`src/rtl/route_cmd_proc_pkg.sv`:
```
// route_pkg: shared types for the route command processor.
//   opcode_e : cmd[7:6] command opcodes
//   state_e  : command/ID service FSM states
package route_pkg;

    typedef enum logic [1:0] {
        OP_STOP = 2'b00,
        OP_GO   = 2'b01,
        OP_ENQ  = 2'b10,
        OP_NOP  = 2'b11
    } opcode_e;

    typedef enum logic [1:0] {
        S_WAIT,
        S_CMD,
        S_IDCHK
    } state_e;

endpackage

```
`src/rtl/route_cmd_proc_dest_fifo.sv`:
```
// dest_fifo: synchronous FIFO of pending destination IDs.
//   clk, rst_n        : clock, asynchronous active-low reset
//   push_i/pop_i      : enqueue din_i / dequeue head (ignored when full/empty)
//   flush_i           : empty the queue; wins over push/pop in the same cycle
//   dout_o            : current head entry
//   full_o/empty_o    : occupancy flags
//   count_o           : number of stored entries
module dest_fifo #(
    parameter int W     = 6,
    parameter int DEPTH = 4
) (
    input  logic                     clk,
    input  logic                     rst_n,
    input  logic                     push_i,
    input  logic                     pop_i,
    input  logic                     flush_i,
    input  logic [W-1:0]             din_i,
    output logic [W-1:0]             dout_o,
    output logic                     full_o,
    output logic                     empty_o,
    output logic [$clog2(DEPTH):0]   count_o
);

    localparam int AW = $clog2(DEPTH);

    logic [W-1:0]  mem_q [DEPTH];
    logic [AW-1:0] wr_q, rd_q;
    logic [AW:0]   cnt_q;
    logic          do_push, do_pop;

    assign full_o  = cnt_q == (AW+1)'(DEPTH);
    assign empty_o = cnt_q == '0;
    assign count_o = cnt_q;
    assign dout_o  = mem_q[rd_q];
    assign do_push = push_i & ~full_o & ~flush_i;
    assign do_pop  = pop_i & ~empty_o & ~flush_i;

    // Pointers wrap naturally because DEPTH is a power of two.
    always_ff @(posedge clk or negedge rst_n) begin
        if (!rst_n) begin
            wr_q  <= '0;
            rd_q  <= '0;
            cnt_q <= '0;
        end else if (flush_i) begin
            wr_q  <= '0;
            rd_q  <= '0;
            cnt_q <= '0;
        end else begin
            if (do_push) wr_q <= wr_q + 1'b1;
            if (do_pop)  rd_q <= rd_q + 1'b1;
            cnt_q <= cnt_q + {{AW{1'b0}}, do_push} - {{AW{1'b0}}, do_pop};
        end
    end

    always_ff @(posedge clk) begin
        if (do_push) mem_q[wr_q] <= din_i;
    end

endmodule

```
`src/rtl/route_cmd_proc.sv`:
```
// route_cmd_proc: decodes UART route commands into a current destination plus a
// queue of pending destinations, retires them on matching station IDs and drives
// go/prox_en and the piezo.
//   cmd_rdy/cmd/clr_cmd_rdy : command handshake ([7:6] opcode, [ID_W-1:0] ID)
//   ID_vld/ID/clr_ID_vld    : station ID handshake
//   Ok2Move                 : path clear; go = in_transit & Ok2Move
//   prox_en, in_transit     : destination active
//   dest_ID, q_cnt          : current destination, queued destination count
//   arrived, q_ovf          : 1-cycle pulses (match retired, ENQ dropped)
//   buzz, buzz_n            : complementary piezo drive while blocked
module route_cmd_proc #(
    parameter int ID_W     = 6,
    parameter int DEPTH    = 4,
    parameter int BUZZ_DIV = 12500
) (
    input  logic                     clk,
    input  logic                     rst_n,
    input  logic                     cmd_rdy,
    input  logic [7:0]               cmd,
    input  logic                     ID_vld,
    input  logic [7:0]               ID,
    input  logic                     Ok2Move,
    output logic                     clr_cmd_rdy,
    output logic                     clr_ID_vld,
    output logic                     go,
    output logic                     prox_en,
    output logic                     buzz,
    output logic                     buzz_n,
    output logic                     in_transit,
    output logic [ID_W-1:0]          dest_ID,
    output logic [$clog2(DEPTH):0]   q_cnt,
    output logic                     arrived,
    output logic                     q_ovf
);

    import route_pkg::*;

    localparam int BW = (BUZZ_DIV > 1) ? $clog2(BUZZ_DIV) : 1;

    state_e          state_q, state_d;
    opcode_e         op;
    logic            in_transit_q, in_transit_d;
    logic [ID_W-1:0] dest_q, dest_d, fifo_dout;
    logic            arrived_q, arrived_d, q_ovf_q, q_ovf_d;
    logic            push, pop, flush, full, empty, match, en, last;
    logic [BW-1:0]   buzz_cnt_q;
    logic            buzz_q, buzz_n_q;
    logic            unused_cmd_bits;

    assign op              = opcode_e'(cmd[7:6]);
    assign unused_cmd_bits = ^(cmd[5:0] >> ID_W);
    // Upper ID bits must be zero so out-of-range station IDs never alias a destination.
    assign match           = in_transit_q && (ID[ID_W-1:0] == dest_q) && ((ID >> ID_W) == 8'd0);

    dest_fifo #(.W(ID_W), .DEPTH(DEPTH)) u_fifo (
        .clk     (clk),
        .rst_n   (rst_n),
        .push_i  (push),
        .pop_i   (pop),
        .flush_i (flush),
        .din_i   (cmd[ID_W-1:0]),
        .dout_o  (fifo_dout),
        .full_o  (full),
        .empty_o (empty),
        .count_o (q_cnt)
    );

    always_ff @(posedge clk or negedge rst_n) begin
        if (!rst_n) begin
            state_q      <= S_WAIT;
            in_transit_q <= 1'b0;
            dest_q       <= '0;
            arrived_q    <= 1'b0;
            q_ovf_q      <= 1'b0;
        end else begin
            state_q      <= state_d;
            in_transit_q <= in_transit_d;
            dest_q       <= dest_d;
            arrived_q    <= arrived_d;
            q_ovf_q      <= q_ovf_d;
        end
    end

    always_comb begin
        state_d      = state_q;
        in_transit_d = in_transit_q;
        dest_d       = dest_q;
        arrived_d    = 1'b0;
        q_ovf_d      = 1'b0;
        push         = 1'b0;
        pop          = 1'b0;
        flush        = 1'b0;
        case (state_q)
            S_WAIT:  state_d = cmd_rdy ? S_CMD : (ID_vld ? S_IDCHK : S_WAIT);
            S_CMD: begin
                state_d = S_WAIT;
                // ENQ while idle starts a fresh route exactly like GO.
                if (op == OP_GO || (op == OP_ENQ && !in_transit_q)) begin
                    flush        = 1'b1;
                    dest_d       = cmd[ID_W-1:0];
                    in_transit_d = 1'b1;
                end else if (op == OP_ENQ) begin
                    push    = ~full;
                    q_ovf_d = full;
                end else if (op == OP_STOP) begin
                    flush        = 1'b1;
                    in_transit_d = 1'b0;
                end
            end
            S_IDCHK: begin
                state_d = S_WAIT;
                if (match) begin
                    arrived_d    = 1'b1;
                    pop          = ~empty;
                    dest_d       = empty ? dest_q : fifo_dout;
                    in_transit_d = ~empty;
                end
            end
            default: state_d = S_WAIT;
        endcase
    end

    assign en   = in_transit_q & ~Ok2Move;
    assign last = buzz_cnt_q == BW'(BUZZ_DIV - 1);

    always_ff @(posedge clk or negedge rst_n) begin
        if (!rst_n) begin
            buzz_cnt_q <= '0;
            buzz_q     <= 1'b0;
            buzz_n_q   <= 1'b0;
        end else if (!en) begin
            buzz_cnt_q <= '0;
            buzz_q     <= 1'b0;
            buzz_n_q   <= 1'b0;
        end else begin
            buzz_cnt_q <= last ? '0 : buzz_cnt_q + 1'b1;
            buzz_q     <= buzz_q ^ last;
            buzz_n_q   <= ~(buzz_q ^ last);
        end
    end

    assign clr_cmd_rdy = state_q == S_CMD;
    assign clr_ID_vld  = state_q == S_IDCHK;
    assign in_transit  = in_transit_q;
    assign prox_en     = in_transit_q;
    assign go          = in_transit_q & Ok2Move;
    assign dest_ID     = dest_q;
    assign arrived     = arrived_q;
    assign q_ovf       = q_ovf_q;
    assign buzz        = buzz_q;
    assign buzz_n      = buzz_n_q;

endmodule
```
`config.mk`:
```
export PLATFORM = sky130hd
export DESIGN_NAME = route_cmd_proc
export DESIGN_NICKNAME = d
export VERILOG_FILES = /design/src/rtl/route_cmd_proc_pkg.sv /design/src/rtl/route_cmd_proc_dest_fifo.sv /design/src/rtl/route_cmd_proc.sv
export SDC_FILE = /design/constraint.sdc
export NUM_CORES = 1
export LEC_CHECK = 0
export CORE_UTILIZATION = 56
export CTS_CLUSTER_DIAMETER = 200
export DETAILED_ROUTE_END_ITERATION = 10
export DONT_BUFFER_PORTS = 1
export HOLD_SLACK_MARGIN = 0.08
export PLACE_DENSITY = 0.85
export SLEW_MARGIN = 15
export SYNTH_ARGS = -nofsm -noshare
export SYNTH_HDL_FRONTEND = slang
export SYNTH_SLANG_ARGS = --single-unit
```
`constraint.sdc`:
```
create_clock -name clk -period 2.6 [get_ports clk]
set_clock_uncertainty 0.1 [all_clocks]
set_input_delay 0.52 -clock clk [delete_from_list [all_inputs] [get_ports clk]]
set_output_delay 0.52 -clock clk [all_outputs]
set_load 0.01 [all_outputs]
```
==> results_dict.tcl <==
set metrics [dict create \
    status "finished, violations left" \
    violations "negative setup slack" \
    synth-main-ff-cell "dfrtp_1" \
    grt_overflow_total 0 \
    worst_slack_ns -0.0642 \
    hp-class "in2reg" \
    cts_sinks 58 \
    antenna_left 0 \
    maxSlewViolCount 0 \
    drt_iter0_markers 133 \
    nNetsFinal 264 \
    r2r-end "u_fifo.count_o[2]" \
    setup.worst_path.end "u_fifo.count_o[2]" \
    grt_pass1_wl_mm 7.95 \
    synth_seq_cells 58 \
    netlist_top_cells_count "dfrtp_1, nor2_1, edfxtp_1" \
    grtUsageTotal 0.211 \
    cts_made_buffers 9 \
    p_int_w 0.00176 \
    finalCriticalPeriod_ns 2.66 \
    placement_rows 25 \
    start_util 0.580 \
    maxSlewHeadroom 0.656 \
    synth_area_leader_cell "dfrtp_1" \
    arrival_ns 2.78 \
    required_ns 2.72 \
    grt_util_met1 0.258 \
    swShare 0.281 \
    num_vias 1679 \
    pin_count 39 \
    rsz0062_at_grt "true" \
    die_h_um 71.9 \
    drt_wl_total_mm 5.25 \
    crit_type "reg2reg" \
    synth_cells 210 \
    htree_levels 3 \
    synth_most_common_cell "dfrtp_1" \
    wl_per_cell_um 17.3 \
    drive_above_1_share 0.266 \
    clock_latency_ns 0.33 \
    worst_pin_slew_ns 0.516 \
    reg2reg_slack_ns -0.06 \
    leakagePower_nw 1.28 \
    drtPass1Iterations 4 \
    via_per_inst 5.52 \
    cap_violations 0 \
    holdPathStages 0 \
    cts_tree "yes" \
    diodes 0 \
    worst-r2r-cell-count 13 \
    top_usage_layer "met2" \
    gp_congestion 0.779 \
    die-area_um2 5170 \
    pwr-share-seq 0.455 \
    synth.avg_cell_area_um2 13.0 \
    crit_fanout 2 \
    dp_hpwl_mm 3.30 \
    antenna_found_initial 0 \
    grt_util_met2 0.360 \
    synthesis.nets 242 \
    cts.root.buffer_cell "clkbuf_8" \
    fin_cells 304 \
    synth_top_area_share 0.311 \
    yosysWarnings 0 \
    synth_edf_count 24 \
    post-route-drc-count 0 \
    p_comb_frac 0.219 \
    setup_viol 1 \
    vdd_drop_max_uv 323 \
    cts.path.max_buffers 2 \
    port_buffers 0 \
    timing.hold.ws_ns 0.178 \
    coreArea_um2 4720 \
    ys_async_sr_fraction 0.586 \
    clkTransAtPathRegs_ns 0.07 \
    power.total_w 0.00245 \
    fmax_ghz 0.375 \
    period_share 1.02 \
    power.density_nw_per_um2 772 \
    grt_max_degree 35 \
    area_growth_pct 16.0 \
    netlist_area_um2 2740 \
    crit-reg2reg-launch "in_transit" \
    synth_area_leaders "dfrtp_1, edfxtp_1, mux2_2" \
    crit_path_start "in_transit" \
    ys_seq_area_frac 0.574 \
    dp.cells 285 \
    clkPwrFrac 0.325 \
    power.switching_w 0.000689 \
    hold_start "cmd[0]" \
    post-route-util 0.672 \
    fp.dieW_um 71.9 \
    crit_path_start_kind "flop" \
    grt_use_met3 0.0611 \
    synth_cell_types 40 \
    worstSetupEndpointType "flop" \
    grt_pass1_vias 1677 \
    hold_violations 0 \
]
==> through the flow <==
step                      setup WS, ns  setup TNS [ns]  instance area (µm²)
after global placement         -0.0767         -0.0767                 2890
after global routing            -0.209          -0.215                 3170
after CTS                       0.0200               0                 3110
final                          -0.0642         -0.0642                 3170
after detailed placement        -0.109          -0.109                 2890
after floorplan                 0.0186               0                 2740
==> placed cells by master (no fill, tap or decap), types with 2 or more instances in the layout <==
cell / count
o21ai_0: 3
dfrtp_1: 34
inv_1: 9
nand2_1: 10
clkbuf_1: 2
mux2_2: 14
clkbuf_8: 11
nand4_1: 5
ha_1: 10
clkinv_2: 2
mux4_2: 6
mux2i_1: 2
edfxtp_1: 24
xnor2_2: 6
nor3_1: 2
xnor2_1: 6
nand3_1: 6
a21oi_1: 4
nor2b_1: 2
and2_1: 7
buf_4: 15
nor2_1: 25
and4_1: 2
xor2_1: 10
==> cell families after synthesis <==
kind of cell / share of synthesized area
DFF: 0.574
xor gates and xnor gates: 0.0704
buffers and inverters: 0.0256
AOI/OAI and AO/OA: 0.0229
muxes: 0.114
and+or+nand+nor: 0.140
adders and majority gates: 0.0530
==> sequential cells by signal (all words and copies together) (netlist names) <==
signal          cells
q_ovf               1
u_fifo.wr_q         2
in_transit          1
u_fifo.mem_q       24
u_fifo.count_o      3
buzz_n              1
u_fifo.rd_q         2
state_q             2
dest_ID             6
arrived             1
buzz                1
buzz_cnt_q         14
==> worst max-delay path, stage by stage, from the launching register on <==
cell and delay [ns]:
dfrtp_1 0.36, nor3b_1 0.34, nand3_1 0.19, nor3_2 0.22, nand2_1 0.07, nor2_1 0.11, ha_1 0.23, inv_1 0.06
ha_1 0.13, inv_1 0.05, fa_2 0.33, xor2_1 0.17, xnor2_1 0.16, nor2_1 0.05
==> layer usage <==
metal / wire length (µm) / vias to the layer above
met1: 2250 / 833
met2: 2700 / 52
met3: 235 / 8
met4: 56 / 0
met5: 0 / -
li1: - / 786
==> worst min path at each step <==
| stage | slack [ns] | to |
|---|---|---|
| 2_1_floorplan | 0.12 | arrived |
| 3_3_place_gp | 0.13 | arrived |
| 3_5_place_dp | 0.13 | arrived |
| 4_1_cts | 0.17 | u_fifo.mem_q[3][0] |
| 5_1_grt | 0.16 | u_fifo.mem_q[3][0] |
| 6_report | 0.18 | u_fifo.mem_q[3][0] |
==> layout make-up <==
cell class              instances  area, µm²
clock inverters                 2       10.0
well taps                      67       83.8
repair buffers                 17        143
fillers                       297       1550
clock buffers                  14        184
multi-input cells             137       1150
flip-flops and latches         58       1570
inverters                       9       33.8
==> power by group through the flow <==
stage                     clock, W  combinational, W  sequential [W]
after floorplan                  0          0.000272         0.00116
after global placement           0          0.000455         0.00111
after detailed placement         0          0.000466         0.00112
after CTS                 0.000806          0.000486         0.00110
after global routing      0.000847          0.000585         0.00112
final                     0.000797          0.000538         0.00112
==> what timing repair did <==
item                                    4_1_cts  5_1_grt
hold buffers                                  2        0
setup buffers                                 0        1
endpoints found under the hold margin        34        0
resized for setup                             0        8
endpoints found under the setup margin        0        1
(Power assumes the default switching activity.)
==> variant 1: new RTL, same flow settings <==
Put a register stage on the output `q_cnt`, cleared by the reset. The value now appears one clock later. The other outputs are not delayed to match.
--- a/src/rtl/route_cmd_proc.sv
+++ b/src/rtl/route_cmd_proc.sv
@@ -39,2 +39,4 @@
 
+    logic [$clog2(DEPTH):0] q_cnt_d;
+
     state_e          state_q, state_d;
@@ -64,3 +66,3 @@
         .empty_o (empty),
-        .count_o (q_cnt)
+        .count_o (q_cnt_d)
     );
@@ -152,2 +154,10 @@
 
+    always_ff @(posedge clk or negedge rst_n) begin
+        if (!rst_n) begin
+            q_cnt <= '0;
+        end else begin
+            q_cnt <= q_cnt_d;
+        end
+    end
+
 endmodule
Behaviour: not the same (Yosys sat finds a counterexample within 10 cycles, from zero or initial values and one cycle with rst_n low).
==> variant 1 against the unedited design <==
  * Synthesized area grew 2.7%
  * Routed wire length grew 0.78%
  * Final area grew 3.1%
  * Critical endpoint unchanged
  * Maximum frequency grew 3.6%
  * Critical path type unchanged
  * Sequential cell count grew 3
  * Global-route usage grew 1.7 points
  * Non-clock buffer count grew 4
  * Sequential power grew 6%
  * Worst setup slack gained 0.093 ns
  * Power grew 3.1%
  * Combinational power grew 2%
  * Highest routed layer unchanged
==> variant 1: results (changes against the unedited design) <==
| Metric | Value |
|---|---|
| Largest net degree at the start of global routing | `38 (+8.6%)` |
| Fillers | `319 (+7.4%)` |
| Mapped Nets | `245 (+1.2%)` |
| CP max stage delay | `0.42 ns (+0.06 ns)` |
| Area contributors post-synth | `dfrtp_1 (33%), edfxtp_1 (26%), mux2_2 (5.6%)` |
| Global-route wire length before repair | `8490 um (+6.9%)` |
| Max VDD drop | `462 uV (+43%)` |
| GRT Util Overall | `22.8% (+1.7 points)` |
| Post-Layout Cell Count | `311 (+2.3%)` |
| Post-synth EDFFs | `24 (unchanged)` |
| Critical Path AT | `2.69 ns (-0.09 ns)` |
| Status | `completed` |
| Sequential-to-total area share from yosys stat | `58.5% (+1.1 points)` |
| Count of cell types in the netlist | `40 (unchanged)` |
| P_leak | `0.00132 uW (+3.3%)` |
| WL final | `5290 um (+0.78%)` |
| Placed insts | `290 (+1.8%)` |
| Ys async rst share | `60.7% (+2.0 points)` |
| Placed inst area | `2980 sq um (+3.1%)` |
| Pre-CTS setup slack | `-0.232 ns (-0.124 ns)` |
| Via density | `5.52 (about the same)` |
| Cell family with most CP delay | `adder cells` |
| Synthesized instance count | `213 (+1.4%)` |
| Least-Margin Pin Slew | `0.507 ns (-0.00867 ns)` |
| Vias in the first global route | `1759 (+4.9%)` |
| Post-synth top cells | `dfrtp_1 (37), nor2_1 (25), edfxtp_1 (24)` |
| Final #Nets | `271 (+2.7%)` |
| Top reg by flops | `u_fifo.mem_q` |
| Starting DRC count in detailed routing | `83 (-38%)` |
## variant 1: metrics by stage
step | total power [uW] | hold WS (ns) | TNS, ns | util (%)
2_1_floorplan | 1490 | 0.124 | 0 | -
3_3_place_gp | 1660 | 0.125 | -0.230 | 62.3
3_5_place_dp | 1670 | 0.126 | -0.241 | 62.3
4_1_cts | 2520 | 0.168 | 0 | 67.9
5_1_grt | 2640 | 0.158 | -0.213 | 68.4
6_report | 2530 | 0.182 | 0 | 68.4
## variant 1: cell families (layout without fill, tap and decap cells)
| kind of cell | count (synthesis) | in the layout | share of synthesized area, % |
|---|---|---|---|
| AO/OA/AOI/OAI | 10 | 10 | 2.22 |
| adder cells (fa/ha/maj) | 11 | 11 | 5.16 |
| AND/OR/NAND/NOR | 72 | 72 | 13.6 |
| XOR/XNOR | 22 | 22 | 6.85 |
| multiplexers | 22 | 22 | 11.1 |
| flip-flops | 61 | 61 | 58.5 |
| buffers and inverters | 15 | 46 | 2.49 |
## variant 1: metal layers
metal,part of all wire (%),global-route usage [%],vias up
li1,-,-,798
met1,41,26.4,859
met2,52,37.3,45
met3,4.6,7.18,14
met4,2.9,13.7,0
met5,0,0,-
## variant 1: what timing repair did
action	4_1_cts	5_1_grt
pin swaps	3	1
endpoints found under the hold margin	37	0
hold buffers	2	0
setup buffers	2	1
gates resized for setup	7	2
endpoints found under the setup margin	1	2
## variant 1: cell type report
cell class | instances | area [sq um] | area share, %
Tap cell | 67 | 83.8 | 2.56
Timing Repair Buffer | 21 | 173 | 5.28
Clock buffer | 16 | 190 | 5.81
Multi-Input combinational cell | 137 | 1150 | 35.0
Sequential cell | 61 | 1650 | 50.3
Inverter | 9 | 33.8 | 1.03
## variant 1: where the power goes
group          internal, uW  leakage (uW)  switching [uW]
registers              1100      0.000711            89.4
clock network           452     0.0000970             337
logic                   283      0.000512             266
## variant 1: path summary, 6_finish.rpt
check | startpoint | depth (start not counted) | slack (ns) | to
worst max-delay path | dest_ID[2] | 13 | 0.03 | u_fifo.count_o[2]
worst min-delay path | cmd[1] | 0 | 0.18 | u_fifo.mem_q[0][1]
worst max register to register | dest_ID[2] | 13 | 0.03 | u_fifo.count_o[2]
worst min register to register | u_fifo.count_o[0] | 0 | 0.35 | q_cnt[0]
max in group asynchronous | rst_n | 2 | 1.67 | dest_ID[4]
min in group asynchronous | rst_n | 2 | 0.54 | buzz_cnt_q[10]
==> variant 2: new RTL, same settings <==
Without the edit above. The parameter `ID_W` goes from 6 to 4. Comments in the files are not updated.
--- a/src/rtl/route_cmd_proc.sv
+++ b/src/rtl/route_cmd_proc.sv
@@ -11,3 +11,3 @@
 module route_cmd_proc #(
-    parameter int ID_W     = 6,
+    parameter int ID_W     = 4,
     parameter int DEPTH    = 4,
Ports: changed (resized dest_ID); port bits go from 39 to 37. The function was not compared with the original's and may differ.
==> variant 2 against the unedited design <==
  * Global-route usage rose by 0.080 points
  * Worst setup slack improved by 0.19 ns
  * Power fell by 24%
  * First-iteration DRC count fell by 35%
  * Non-clock buffer count did not move
  * Routed wire length fell by 24%
  * Synthesized area fell by 15%
  * Sequential cell count fell by 10
  * Combinational power fell by 22%
  * Final area fell by 16%
  * Critical path type unchanged
  * Critical endpoint unchanged
==> variant 2: results (changes against the unedited design) <==
| Metric | Value |
|---|---|
| Post-synth EDFFs | `16 (-33%)` |
| # port buffers | `0 (unchanged)` |
| Vias in the first global route | `1408 (-16%)` |
| Sequential-to-total area share from yosys stat | `55.2% (-2.2 points)` |
| Post-synthesis mux area share | `7.61% (-3.8 points)` |
| Synthesized instance count | `193 (-8.1%)` |
| Root Buffer | `clkbuf_8` |
| GRT Util Overall | `21.2% (+0.080 points)` |
| Longest Clk Path Bufs | `2 (unchanged)` |
| Initial antenna violation count | `0 (unchanged)` |
| Layout cells sized above 1 | `20.7% (-5.9 points)` |
| Status | `completed` |
| Num CTS Buffers | `5 (-4)` |
| Max reg flops | `16 (-33%)` |
| Max VDD drop | `459 uV (+42%)` |
| Synth Flop Type | `dfrtp_1` |
| Crit path max fanout | `2 (unchanged)` |
| Slowest cell on crit path | `dfrtp_1` |
| Skew-Pair Late Insertion Delay | `0.31 ns (-0.02 ns)` |
| Top cell type's share of synthesized area | `34.5% (+3.4 points)` |
| CP max stage delay | `0.40 ns (+0.04 ns)` |
| Synth Area in Compound Gates | `4.42% (+2.1 points)` |
| Top reg by flops | `u_fifo.mem_q` |
| Final #Nets | `244 (-7.6%)` |
| P_leak | `0.00108 uW (-16%)` |
| Min-Delay Path Class | `in2reg` |
| Area contributors post-synth | `dfrtp_1 (35%), edfxtp_1 (21%), ha_1 (5.4%)` |
| Placed insts | `252 (-12%)` |
| Largest net degree at the start of global routing | `33 (-5.7%)` |
| Starting DRC count in detailed routing | `87 (-35%)` |
| Count of cell types in the netlist | `36 (-10%)` |
| Mapped Nets | `225 (-7.0%)` |
| Global-route wire length before repair | `6620 um (-17%)` |
| GP Congestion | `0.786 (+0.78%)` |
| Adder-cell area share of the yosys netlist | `6.26% (+0.96 points)` |
| HPWL after detailed placement | `2960 um (-10%)` |
| Drt first pass iters | `4 (unchanged)` |
| Post-Layout Cell Count | `263 (-13%)` |
| Post-synthesis xor/xnor area fraction | `7.93% (+0.89 points)` |
| Least-Margin Pin Slew | `0.565 ns (+0.0496 ns)` |
| N_diodes | `0 (unchanged)` |
| Fillers | `307 (+3.4%)` |
| Via density | `5.49 (-0.52%)` |
| Placed inst area | `2460 sq um (-15%)` |
| Avg WL per Cell | `15.1 um (-13%)` |
| H-Tree Level Count | `2 (-1)` |
| Clock Pin Slew Worst Setup and Hold Paths | `0.09 ns (+0.02 ns)` |
| Post-synth top cells | `dfrtp_1 (32), nor2_1 (28), edfxtp_1 (16)` |
| Yosys warning count | `0 (unchanged)` |
| Pwr dens | `698 nW/um^2 (-9.6%)` |
| Ys async rst share | `66.7% (+8.0 points)` |
[variant 2: cell count changes in the layout (fill, tap and decap cells not counted), sizes merged, moves of 3 or more]
cell    delta
xor2       -3
nor2       +3
nor4       +5
edfxtp     -8
a31oi      +4
mux2i      +4
mux2      -12
clkbuf     -9
nand2      -3
[variant 2: what timing repair did]
action / 4_1_cts / 5_1_grt
gates resized for setup: 1 / 10
pin swaps: 0 / 4
hold endpoints to repair: 32 / 0
setup buffers: 0 / 1
hold buffers: 2 / 0
endpoints found under the setup margin: 1 / 1
[variant 2: per-stage QoR]
step | hold WS [ns] | worst slack [ns]
3_5_place_dp | 0.125 | -0.137
4_1_cts | 0.192 | 0.00436
3_3_place_gp | 0.125 | -0.0218
2_1_floorplan | 0.124 | 0.0184
5_1_grt | 0.188 | -0.0261
6_report | 0.201 | 0.125
[variant 2: layout make-up]
| type | count | share of cell area (%) |
|---|---|---|
| inverter | 10 | 1.41 |
| sequential | 48 | 48.0 |
| tap | 50 | 2.34 |
| multi-input combinational | 130 | 38.6 |
| clock buffer | 5 | 2.58 |
| clock inverter | 3 | 1.73 |
| timing repair buffer | 17 | 5.34 |
[variant 2: kinds of logic after synthesis]
group           after synthesis
xor+xnor                     21
mux                          12
flops                        48
buf+inv                      15
simple gates                 71
compound gates               15
fa+ha+maj                    11
[variant 2: metal layers]
metal,up-vias,part of all wire (%),track usage [%]
met5,-,0,0
met4,0,1.8,8.78
met3,6,4.3,7.59
met2,18,55,37.0
met1,719,39,23.2
li1,702,-,-
[variant 2: final timing paths]
check	to	slack [ns]	depth (start not counted)	from
min	u_fifo.mem_q[2][1]	0.20	0	cmd[1]
max	u_fifo.count_o[2]	0.12	11	state_q[0]
min in group asynchronous	buzz_cnt_q[6]	0.55	2	rst_n
max reg2reg	u_fifo.count_o[2]	0.12	11	state_q[0]
min reg2reg	buzz_cnt_q[0]	0.36	1	buzz_cnt_q[0]
max in group asynchronous	u_fifo.rd_q[1]	1.68	2	rst_n
[variant 2: critical path: cells and delay by family, from the launching register on]
family / cells / cell delay, ns
flops: 1 / 0.40
fa+ha+maj: 4 / 0.96
buf+inv: 2 / 0.11
xor+xnor: 2 / 0.31
simple gates: 3 / 0.48
[variant 2: report_power, final]
group	internal, uW	total, uW	switching (uW)
sequential	846	898	52.1
clock	289	547	258
combinational	189	418	229
